### config.mk
export PLATFORM = sky130hd
export DESIGN_NAME = sync_fifo_flex
export DESIGN_NICKNAME = d
export VERILOG_FILES = /design/src/rtl/fifo_pkg.sv /design/src/rtl/fifo_ctrl.sv /design/src/rtl/sync_fifo_flex.sv
export SDC_FILE = /design/constraint.sdc
export NUM_CORES = 1
export LEC_CHECK = 0
export ABC_AREA = 1
export CORE_MARGIN = 4
export CORE_UTILIZATION = 38
export CTS_CLUSTER_DIAMETER = 100
export DETAILED_ROUTE_END_ITERATION = 7
export GPL_ROUTABILITY_DRIVEN = 1
export SLEW_MARGIN = 20
export SYNTH_ARGS = -nofsm -noshare
export SYNTH_HDL_FRONTEND = slang
export SYNTH_SLANG_ARGS = --single-unit
### constraint.sdc
create_clock -name clk -period 1.9 [get_ports clk]
set_input_delay 0.19 -clock clk [delete_from_list [all_inputs] [get_ports clk]]
set_output_delay 0.19 -clock clk [all_outputs]
set_load 0.1 [all_outputs]
### src/rtl/fifo_pkg.sv
// Shared constants and elaboration helpers for the flexible synchronous FIFO.
package fifo_pkg;

  localparam int FWFT_OFF = 0;
  localparam int FWFT_ON  = 1;

  function automatic int clog2(input int n);
    int r;
    int v;
    r = 0;
    v = n - 1;
    while (v > 0) begin
      r = r + 1;
      v = v >> 1;
    end
    return r;
  endfunction

  function automatic int default_af(input int depth);
    return depth - 2;
  endfunction

  function automatic int default_ae(input int depth);
    return (depth > 0) ? 1 : 0;
  endfunction

endpackage

### src/rtl/fifo_ctrl.sv
// Pointer, occupancy, status-flag and sticky-error control for sync_fifo_flex.
module fifo_ctrl
  import fifo_pkg::*;
#(
  parameter int DEPTH      = 8,
  parameter int ADDR_WIDTH = 3,
  parameter int AF_THRESH  = 6,
  parameter int AE_THRESH  = 1
) (
  input  logic                  clk,
  input  logic                  sys_rst,
  input  logic                  i_wr_en,
  input  logic                  i_rd_en,
  input  logic                  i_err_clr,
  output logic                  o_wr_acc,
  output logic                  o_rd_acc,
  output logic [ADDR_WIDTH-1:0] o_wr_ptr,
  output logic [ADDR_WIDTH-1:0] o_rd_ptr,
  output logic [ADDR_WIDTH:0]   o_level,
  output logic                  o_empty,
  output logic                  o_full,
  output logic                  o_almost_empty,
  output logic                  o_almost_full,
  output logic                  o_overflow,
  output logic                  o_underflow
);

  localparam int LW = ADDR_WIDTH + 1;
  localparam logic [ADDR_WIDTH-1:0] PTR_LAST = ADDR_WIDTH'(DEPTH - 1);
  localparam logic [ADDR_WIDTH-1:0] PTR_ZERO = {ADDR_WIDTH{1'b0}};
  localparam logic [ADDR_WIDTH-1:0] PTR_ONE  = ADDR_WIDTH'(1);
  localparam logic [LW-1:0] LVL_ZERO = {LW{1'b0}};
  localparam logic [LW-1:0] LVL_ONE  = LW'(1);
  localparam logic [LW-1:0] LVL_FULL = LW'(DEPTH);
  localparam logic [LW-1:0] LVL_AF   = LW'(AF_THRESH);
  localparam logic [LW-1:0] LVL_AE   = LW'(AE_THRESH);

  if (!((AE_THRESH >= 0) && (AE_THRESH < AF_THRESH) && (AF_THRESH <= DEPTH))) begin : g_bad_thresh
    $error("fifo_ctrl: thresholds must satisfy 0 <= AE_THRESH < AF_THRESH <= DEPTH");
  end
  if ((DEPTH < 2) || ((1 << ADDR_WIDTH) < DEPTH)) begin : g_bad_depth
    $error("fifo_ctrl: DEPTH must be >= 2 and fit in ADDR_WIDTH pointer bits");
  end

  logic [ADDR_WIDTH-1:0] r_wr_ptr, r_rd_ptr;
  logic [LW-1:0]         r_level;
  logic                  r_empty, r_full, r_almost_empty, r_almost_full;
  logic                  r_overflow, r_underflow;
  logic                  w_wr_acc, w_rd_acc;
  logic [LW-1:0]         w_level_next;

  // Explicit wrap so non-power-of-two depths never see an unused slot.
  function automatic logic [ADDR_WIDTH-1:0] next_ptr(input logic [ADDR_WIDTH-1:0] p);
    return (p == PTR_LAST) ? PTR_ZERO : (p + PTR_ONE);
  endfunction

  assign w_wr_acc = i_wr_en & ~r_full;
  assign w_rd_acc = i_rd_en & ~r_empty;

  // Next occupancy; flags are derived from it so they never lag a cycle.
  always_comb begin
    w_level_next = r_level;
    case ({w_wr_acc, w_rd_acc})
      2'b10:   w_level_next = r_level + LVL_ONE;
      2'b01:   w_level_next = r_level - LVL_ONE;
      default: w_level_next = r_level;
    endcase
  end

  // Pointer, level, flag and sticky error state.
  always_ff @(posedge clk or posedge sys_rst) begin
    if (sys_rst) begin
      r_wr_ptr       <= PTR_ZERO;
      r_rd_ptr       <= PTR_ZERO;
      r_level        <= LVL_ZERO;
      r_empty        <= 1'b1;
      r_full         <= 1'b0;
      r_almost_empty <= 1'b1;
      r_almost_full  <= 1'b0;
      r_overflow     <= 1'b0;
      r_underflow    <= 1'b0;
    end else begin
      if (w_wr_acc) r_wr_ptr <= next_ptr(r_wr_ptr);
      if (w_rd_acc) r_rd_ptr <= next_ptr(r_rd_ptr);
      r_level        <= w_level_next;
      r_empty        <= (w_level_next == LVL_ZERO);
      r_full         <= (w_level_next == LVL_FULL);
      r_almost_empty <= (w_level_next <= LVL_AE);
      r_almost_full  <= (w_level_next >= LVL_AF);
      r_overflow     <= (i_wr_en & r_full)  | (r_overflow  & ~i_err_clr);
      r_underflow    <= (i_rd_en & r_empty) | (r_underflow & ~i_err_clr);
    end
  end

  assign o_wr_acc       = w_wr_acc;
  assign o_rd_acc       = w_rd_acc;
  assign o_wr_ptr       = r_wr_ptr;
  assign o_rd_ptr       = r_rd_ptr;
  assign o_level        = r_level;
  assign o_empty        = r_empty;
  assign o_full         = r_full;
  assign o_almost_empty = r_almost_empty;
  assign o_almost_full  = r_almost_full;
  assign o_overflow     = r_overflow;
  assign o_underflow    = r_underflow;

endmodule

### src/rtl/sync_fifo_flex.sv
// Synchronous FIFO with arbitrary depth, standard or fall-through read,
// threshold flags, occupancy count and sticky error flags.
module sync_fifo_flex
  import fifo_pkg::*;
#(
  parameter int DW         = 8,
  parameter int DEPTH      = 8,
  parameter int ADDR_WIDTH = clog2(DEPTH),
  parameter int FWFT       = FWFT_OFF,
  parameter int AF_THRESH  = default_af(DEPTH),
  parameter int AE_THRESH  = default_ae(DEPTH)
) (
  input  logic                clk,
  input  logic                sys_rst,
  input  logic                wr_en,
  input  logic [DW-1:0]       data_in,
  input  logic                rd_en,
  input  logic                err_clr,
  output logic [DW-1:0]       data_out,
  output logic                data_valid,
  output logic                empty,
  output logic                full,
  output logic                almost_empty,
  output logic                almost_full,
  output logic [ADDR_WIDTH:0] level,
  output logic                overflow,
  output logic                underflow
);

  logic                  w_wr_acc, w_rd_acc;
  logic [ADDR_WIDTH-1:0] w_wr_ptr, w_rd_ptr;
  logic [DW-1:0]         r_mem [DEPTH];

  fifo_ctrl #(
    .DEPTH      (DEPTH),
    .ADDR_WIDTH (ADDR_WIDTH),
    .AF_THRESH  (AF_THRESH),
    .AE_THRESH  (AE_THRESH)
  ) u_ctrl (
    .clk            (clk),
    .sys_rst        (sys_rst),
    .i_wr_en        (wr_en),
    .i_rd_en        (rd_en),
    .i_err_clr      (err_clr),
    .o_wr_acc       (w_wr_acc),
    .o_rd_acc       (w_rd_acc),
    .o_wr_ptr       (w_wr_ptr),
    .o_rd_ptr       (w_rd_ptr),
    .o_level        (level),
    .o_empty        (empty),
    .o_full         (full),
    .o_almost_empty (almost_empty),
    .o_almost_full  (almost_full),
    .o_overflow     (overflow),
    .o_underflow    (underflow)
  );

  // Storage array; deliberately not reset.
  always_ff @(posedge clk) begin
    if (w_wr_acc) begin
      r_mem[w_wr_ptr] <= data_in;
    end
  end

  if (FWFT == FWFT_ON) begin : g_fwft
    // Head word is presented directly; zero while empty so reset output is clean.
    assign data_out   = empty ? {DW{1'b0}} : r_mem[w_rd_ptr];
    assign data_valid = ~empty;
  end else begin : g_std
    logic [DW-1:0] r_data_out;
    logic          r_data_valid;

    // One-cycle read register; data holds its last value between reads.
    always_ff @(posedge clk or posedge sys_rst) begin
      if (sys_rst) begin
        r_data_out   <= {DW{1'b0}};
        r_data_valid <= 1'b0;
      end else if (w_rd_acc) begin
        r_data_out   <= r_mem[w_rd_ptr];
        r_data_valid <= 1'b1;
      end else begin
        r_data_valid <= 1'b0;
      end
    end

    assign data_out   = r_data_out;
    assign data_valid = r_data_valid;
  end

endmodule

# Word level (Yosys, flattened, before mapping)
# Memory sizes are Yosys's and may differ from the RTL's. A register that Yosys moved wholly into a read port is not among the register bits.
# Index checks and enable logic that the tools add are counted.
# word_totals
reg_bits,17
latch_bits,0
ram_bits,64
mem_bits_ro,0
input_bits,13
out_inout_bits,19
wordCells,40
mem_count,1
# op_classes
n_addsub,4
multipliers,0
div,0
n_lt_le_gt_ge,2
n_eq_ne,5
n_shift,0
mux,6
bitwise_logic,11
reduce_logical,1
# mem_list
name,depth,width,read_ports,rd_ports_with_merged_regs,wr,line,text
r_mem,8,8,1,1,1,sync_fifo_flex.sv:32,logic [DW-1:0] r_mem [DEPTH];
# op_table
cell,n
one-hot mux 4 bit (2 select lines),1
"adder 3 x 1 -> 3 bit, second input constant",2
AND 1 bit,6
"equality test 3 bit, second input constant",2
two-way mux 3 bit,2
"adder 4 x 1 -> 4 bit, second input constant",1
"equality test 4 bit, second input constant",1
">= comparator 4 x 3 -> 1 bit, second input constant",1
"<= comparator 4 x 1 -> 1 bit, second input constant",1
zero test 4 bit,1
"subtractor 4 x 1 -> 4 bit, second input constant",1
two-way mux 1 bit,3
inverter 1 bit,3
"equality test 2 x 1 -> 1 bit, second input constant",1
"equality test 2 bit, second input constant",1
bitwise OR 1 bit,2

# Logic depth before layout (Yosys ltp)
# Gate-level depths: netlist (run 1).
# logic_depth
depth_word,5
mapped_depth,15
depth_no_buf,15

# Hierarchy
# From an unflattened synthesis (run 1), not the netlist that was laid out.
# hier_totals
hier_cells,394
area_unflattened_um2,4020.1
# modules_own_cells
mod,instances,cells_per_inst,area_per_inst_um2,seq_area_each_um2
sync_fifo_flex,1,299,3116.7,2147.1
fifo_ctrl,1,95,903.4,402.9

# Least setup slack after synthesis (run 1)
# Ideal clock, no wire load.
# synth_timing
kind,register to register
start,"reg u_ctrl.r_full, in the netlist u_ctrl.o_full"
end,"reg u_ctrl.r_almost_full, in the netlist u_ctrl.o_almost_full"
setup_time_ps,118
t_arrival_ps,2134
required_time_ps,1782
path_slack_ps,-352
stages_incl_launch_ff,11
path_buffers,0
synth_period_minus_slack_ps,2252
cell_sequence,dfrtp_1 -> inv_2 -> nand2_2 -> nand3_2 -> nand2_1 -> inv_2 -> ha_1 -> o21ai_0 -> inv_1 -> nand2_1 -> nand2_1
# synth_between
elab_chain_len,5
elab_cells_between_ends,6
cone_classes,order compare: 1; eq/ne: 2; mux: 1; bitwise: 2
# synth_lines
element,line,text
start: declaration,fifo_ctrl.sv:47,"logic r_empty, r_full, r_almost_empty, r_almost_full;"
start signal: assignment,fifo_ctrl.sv:87,r_full <= (w_level_next == LVL_FULL);
inverter 1 bit (*),fifo_ctrl.sv:57,assign w_wr_acc = i_wr_en & ~r_full;
AND 1 bit (*),fifo_ctrl.sv:57,
equality test 2 x 1 -> 1 bit or equality test 2 bit (tied branches),fifo_ctrl.sv:63,"case ({w_wr_acc, w_rd_acc})"
one-hot mux 4 bit (2 select lines) (*),fifo_ctrl.sv:63,
net u_ctrl.w_level_next[1],fifo_ctrl.sv:50,logic [LW-1:0] w_level_next;
>= comparator 4 x 3 -> 1 bit (*),fifo_ctrl.sv:89,r_almost_full <= (w_level_next >= LVL_AF);
end signal: assignment,fifo_ctrl.sv:89,
end: declaration,fifo_ctrl.sv:47,
# The timed path passes the listed nets; every way through them passes the cells marked *.
# A chain may end at the register's enable or synchronous reset.

# Worst setup path after layout (run 1)
# layout_timing
start,"reg u_ctrl.r_full, in the netlist u_ctrl.o_full"
end,"mem r_mem[0][2], enable pin"
# layout_between
elab_chain_len,4
# layout_lines
element,line,text
inverter 1 bit,fifo_ctrl.sv:57,
AND 1 bit,fifo_ctrl.sv:57,
two-way mux 1 bit,sync_fifo_flex.sv:60,if (w_wr_acc) begin
two-way mux 1 bit (implied by the code),sync_fifo_flex.sv:61,r_mem[w_wr_ptr] <= data_in;
end: declaration,sync_fifo_flex.sv:32,
# No other way between the ends.

==> results of run 1 <==
[layout make-up]
cell class                      instances  area [sq um]  area share, %
Clock buffer                           13         158.9          3.448
Clock inverter                          3         16.27         0.3530
Inverter                               36         148.9          3.231
Multi-Input combinational cell        166          1046          22.70
Sequential cell                        89          2559          55.53
Tap cell                              133         166.4          3.611
Timing Repair Buffer                   61         513.0          11.13
[through the flow]
stage	hold WS, ns	cell area (sq um)
after floorplan	0.2158	3774
after global placement	0.4709	4390
after detailed placement	0.4711	4390
after CTS	0.1956	4566
after global routing	0.2262	4608
final	0.2023	4608
[flip-flops by register name, summed over array words and instances, names as in the netlist, 3 cells and up]
register / count
u_ctrl.o_wr_ptr: 3
r_mem: 64
u_ctrl.o_level: 4
u_ctrl.o_rd_ptr: 3
data_out: 8
[what timing repair did]
item                                    CTS  global route
endpoints found under the setup margin    0             3
buffers inserted                          0             1
resized for setup                         0             7
[path summary, 6_finish.rpt]
| kind | from | end | cells past startpoint |
|---|---|---|---|
| setup / recovery | u_ctrl.o_full | r_mem[0][2] | 6 |
| hold / removal | sys_rst | data_out[6] | 3 |
| setup reg to reg | u_ctrl.o_full | r_mem[0][2] | 6 |
| hold reg to reg | data_out[7] | data_out[7] | 2 |
| max in group asynchronous | sys_rst | u_ctrl.o_almost_empty | 3 |
| min in group clk | err_clr | u_ctrl.o_underflow | 2 |
[power groups by stage]
stage	sequential [mW]	combinational, mW	clock (mW)
2_1_floorplan	4.14	1.73	0
3_3_place_gp	2.88	4.05	0
3_5_place_dp	2.89	4.09	0
4_1_cts	2.85	4.10	1.19
5_1_grt	2.89	4.55	1.27
6_report	2.84	4.18	1.14
[critical path, cell delays in order, from the launching register on]
cell     delay, ns
dfrtp_4       0.49
inv_2         0.06
nand2_2       0.11
buf_4         0.17
or2_1         0.26
nor2_1        0.18
buf_4         0.21
[logic make-up (layout without fill, tap and decap cells)]
logic type / after synthesis / count (layout) / share of synthesized area [%]
AO/OA/AOI/OAI: 65 / 65 / 10.05
XOR/XNOR: 2 / 2 / 0.4661
adder cells (fa/ha/maj): 6 / 6 / 1.997
buffers and inverters: 47 / 113 / 5.426
flip-flops: 89 / 89 / 67.84
multiplexers: 16 / 16 / 4.261
AND/OR/NAND/NOR: 77 / 77 / 9.953
[synthesized netlist by cell type]
cell type,n
o21a_1,2
o21ai_0,17
dfrtp_1,23
nand2_2,5
o21ai_2,2
nor2_1,14
or2_1,2
a21oi_1,17
xnor2_1,2
inv_1,30
o211ai_1,16
clkbuf_1,4
nand3_1,9
dfstp_2,2
nand3_2,4
nor2_8,1
o21ai_1,11
buf_4,2
bufinv_8,1
buf_2,5
inv_2,5
nand2_4,1
nand2_1,40
edfxtp_1,64
ha_1,6
nand3b_2,1
mux2i_1,16
[layer usage]
layer	part of all wire, %	GRT usage [%]
met1	47	18.61
met2	48	22.30
met3	4.0	3.239
met4	1.1	4.869
met5	0	0
==> impl_metrics.tcl, run 1 <==
set metrics [dict create \
    antenna_cells 0 \
    final_util_pct 47.58 \
    yosys_warnings 0 \
    vias 2369 \
    die_y_um 107.5 \
    clockRootBuffer "clkbuf_8" \
    cp.arrival_ns 1.81 \
    yosys.area.top_type "edfxtp_1" \
    finalPower_mw 8.168 \
    cts_tree "done" \
    combPwrFrac_pct 51.2 \
    fp.coreArea_sq_um 9684 \
    avgSynthCellArea_sq_um 12.45 \
    firstDrtPassIters 4 \
    initial_core_util_pct 38.81 \
    hold_buffers 0 \
    final.period_utilization_pct 92.42 \
    seq_area_frac_synth_pct 67.84 \
    numClockSinks 89 \
    peakVddDrop_mv 0.7420 \
    pre_cts_ws_ns -0.04278 \
    rsz0062_at_grt "false" \
    h-tree-depth 3 \
    portBuffers 31 \
    fin_worst_skew_ns 0.007951 \
    synth-seq-cells 89 \
    grt_first_pass_wirelength_um 12080 \
    endpoint_kind "flip-flop" \
    final_common_cell "edfxtp_1" \
    grt_usage_pct 13.91 \
    drtIter0Drc 127 \
    hpwlAfterDp_um 5228 \
    cp-start-kind "flip-flop" \
    layout_common_cells "edfxtp_1, buf_4, nand2_1, inv_1, dfrtp_1" \
    min_path_type "in -> async" \
    tightestPinTransition_ns 0.4821 \
    clock.fmax_ghz 0.5695 \
    fin_ws_ns 0.1439 \
    clkTransAtPathRegs_ns 0.08 \
    power.internal_mw 4.414 \
    power_switching_mw 3.754 \
    synth_top_area_share_pct 51.13 \
    clock_latency_ns 0.34 \
    path_class "reg -> reg" \
    ys_top_cells_by_area "edfxtp_1, dfrtp_1, mux2i_1" \
    slew_viol_final 0 \
    clock_path_buffers 2 \
    stdcell_count 501 \
    grt_max_degree 52 \
    drive_gt1_share_pct 25.00 \
    slew_headroom_pct 67.83 \
    overflow 0 \
    routed_wl_um 7471 \
    power_frac_clock_pct 14.0 \
    leakage_nw 1.899 \
    status "finished, final reports clean" \
    p_per_area_nw_per_um2 1773 \
    setup_viol_count_final 0 \
    ios 32 \
    nets 382 \
    synth_fp_nets 321 \
    cp.required_ns 1.95 \
    grt_pass1_vias 2352 \
    cts_buffers 9 \
    std_cell_rows 36 \
    p_seq_share_pct 34.8 \
    die_area_sq_um 11550 \
    area_growth_pct 22.60 \
    place.gp.congestion 0.8081 \
    hold_viol 0 \
    swShare_pct 45.96 \
    dp_cells 484 \
    die_w_um 107.5 \
    post_drt_wl_per_cell_um 14.91 \
    path_max_fanout 6 \
    netlist_instances 302 \
    maxCapViolCount 0 \
    fillers 881 \
    yosysUniqueCellTypes 27 \
    via_per_inst 4.729 \
    period_needed_ns 1.756 \
    drc 0 \
    rrSetupSlack_ns 0.14 \
    synth_area_sq_um 3759 \
    ant_nets 0 \
    tns_ns 0 \
    antenna_found_initial 0 \
]
No activity file was read; power rests on OpenSTA's default activity.
==> run 2: changes to the inputs <==
==> constraint.sdc (replaced) <==
create_clock -name clk -period 1.9 [get_ports clk]
set_input_delay 0.19 -clock clk [delete_from_list [all_inputs] [get_ports clk]]
set_output_delay 0.19 -clock clk [all_outputs]
set_load 0.02 [all_outputs]
==> impl_metrics.tcl, run 2 (synthesis gave the netlist of run 1 again) <==
set metrics [dict create \
    status "finished, final reports clean" \
    dp_cells 485 \
    regArea_sq_um 2550 \
    grt_first_pass_wirelength_um 12170 \
    firstDrtPassIters 4 \
    cts_buffers 9 \
    slew_viol_final 0 \
    h-tree-depth 3 \
    clock.fmax_ghz 0.5538 \
    cp-start-kind "flip-flop" \
    crit_buf_inv 1 \
    drtIter0Drc 165 \
    crit_slowest_cell "clkdlybuf4s50_1" \
    drive_gt1_share_pct 19.24 \
    layout_common_cells "edfxtp_1, nand2_1, clkdlybuf4s50_1, buf_4, inv_1" \
    multiInputGateArea_sq_um 1011 \
    leakage_nw 1.885 \
    grt_pass1_vias 2355 \
    final_common_cell "edfxtp_1" \
    routed_wl_um 7518 \
    fin_worst_skew_ns 0.01355 \
    min_path_type "in -> async" \
    path_class "reg -> out" \
    drc 0 \
    largest_register_ffs 64 \
    cts_tree "done" \
    fp.coreArea_sq_um 9684 \
    stdcell_area_sq_um 4631 \
    ios 32 \
    path_cells "clkdlybuf4s50_1" \
    p_per_area_nw_per_um2 1550 \
    final.period_utilization_pct 95.04 \
    period_needed_ns 1.806 \
    grt_max_degree 27 \
    via_per_inst 4.777 \
    antenna_cells 0 \
    grt_usage_pct 14.23 \
    fillers 858 \
    hold_viol 0 \
    die_w_um 107.5 \
    clockRootBuffer "clkbuf_8" \
    cp_top_family "buffers and inverters" \
    endpoint_kind "output port" \
    clock_latency_ns 0.36 \
    top_register "r_mem" \
    placed_cell_area_sq_um 4405 \
    fin_ws_ns 0.09419 \
    cp.arrival_ns 1.62 \
    clkTransAtPathRegs_ns 0.09 \
    ant_nets 0 \
    slew_headroom_pct 68.49 \
    clock_path_buffers 2 \
    cpPeakStageDelay_ns 0.63 \
    nets 383 \
    overflow 0 \
    hold_buffers 0 \
    antenna_found_initial 0 \
    hpwlAfterDp_um 5274 \
    post_drt_wl_per_cell_um 14.98 \
    setup_viol_count_final 0 \
    cp.required_ns 1.71 \
    place.gp.congestion 0.8355 \
    die_y_um 107.5 \
    stdcell_count 502 \
    numClockSinks 89 \
    vias 2398 \
    path_max_fanout 4 \
    tightestPinTransition_ns 0.4722 \
    pre_cts_ws_ns -0.08307 \
    maxCapViolCount 0 \
    initial_core_util_pct 38.81 \
    peakVddDrop_mv 0.6821 \
    die_area_sq_um 11550 \
    area_growth_pct 23.20 \
    std_cell_rows 36 \
    portBuffers 31 \
]
-- run 2: cell types whose count changed in the layout (fill, tap and decap cells not counted), sizes merged --
cell and delta:
clkinv -1, clkinvlp -1, clkdlybuf4s50 +19, inv +4, buf -18, clkbuf -2
-- run 2: repair_timing --
item	4_1_cts	5_1_grt
setup endpoints to repair	0	2
buffers inserted	0	1
resized for setup	0	2
-- run 2: cell type report --
class                   instances  area share (%)
flip-flops and latches         89           55.07
multi-input cells             166           21.83
repair buffers                 62           11.73
clock buffers                  11           3.756
well taps                     133           3.594
inverters                      36           3.215
clock inverters                 5          0.8106
-- run 2: final timing paths --
check | to | from | slack, ns | depth (start not counted)
hold / removal | data_out[4] | sys_rst | 0.17 | 3
hold reg to reg | data_out[5] | data_out[5] | 0.48 | 2
setup / recovery | empty | u_ctrl.o_empty | 0.09 | 1
setup reg to reg | u_ctrl.o_level[2] | u_ctrl.o_empty | 0.14 | 13
max in group asynchronous | u_ctrl.o_empty | sys_rst | 1.43 | 3
min in group clk | u_ctrl.o_underflow | err_clr | 0.42 | 2
-- run 2: through the flow --
step | setup TNS (ns) | hold slack (ns) | total power, mW | util (%)
2_1_floorplan | 0 | 0.2158 | 4.742 | -
3_3_place_gp | -0.07101 | 0.4647 | 5.826 | 45.49
3_5_place_dp | -0.2473 | 0.4678 | 5.887 | 45.49
4_1_cts | 0 | 0.1704 | 7.248 | 47.67
5_1_grt | -0.02077 | 0.1908 | 7.731 | 47.82
6_report | 0 | 0.1696 | 7.177 | 47.82
-- run 2: metal layers --
metal | vias to the layer above | global-route usage [%] | share of wire [%]
met2 | 45 | 22.21 | 47
met5 | - | 0 | 0
met4 | 0 | 7.394 | 2.8
met3 | 17 | 3.899 | 4.8
met1 | 1152 | 18.15 | 45
li1 | 1184 | - | -
-- run 2: where the power goes --
part | internal [mW] | switching, mW
logic | 1.31 | 1.69
clock network | 0.647 | 0.686
registers | 2.56 | 0.282
total | 4.52 | 2.65
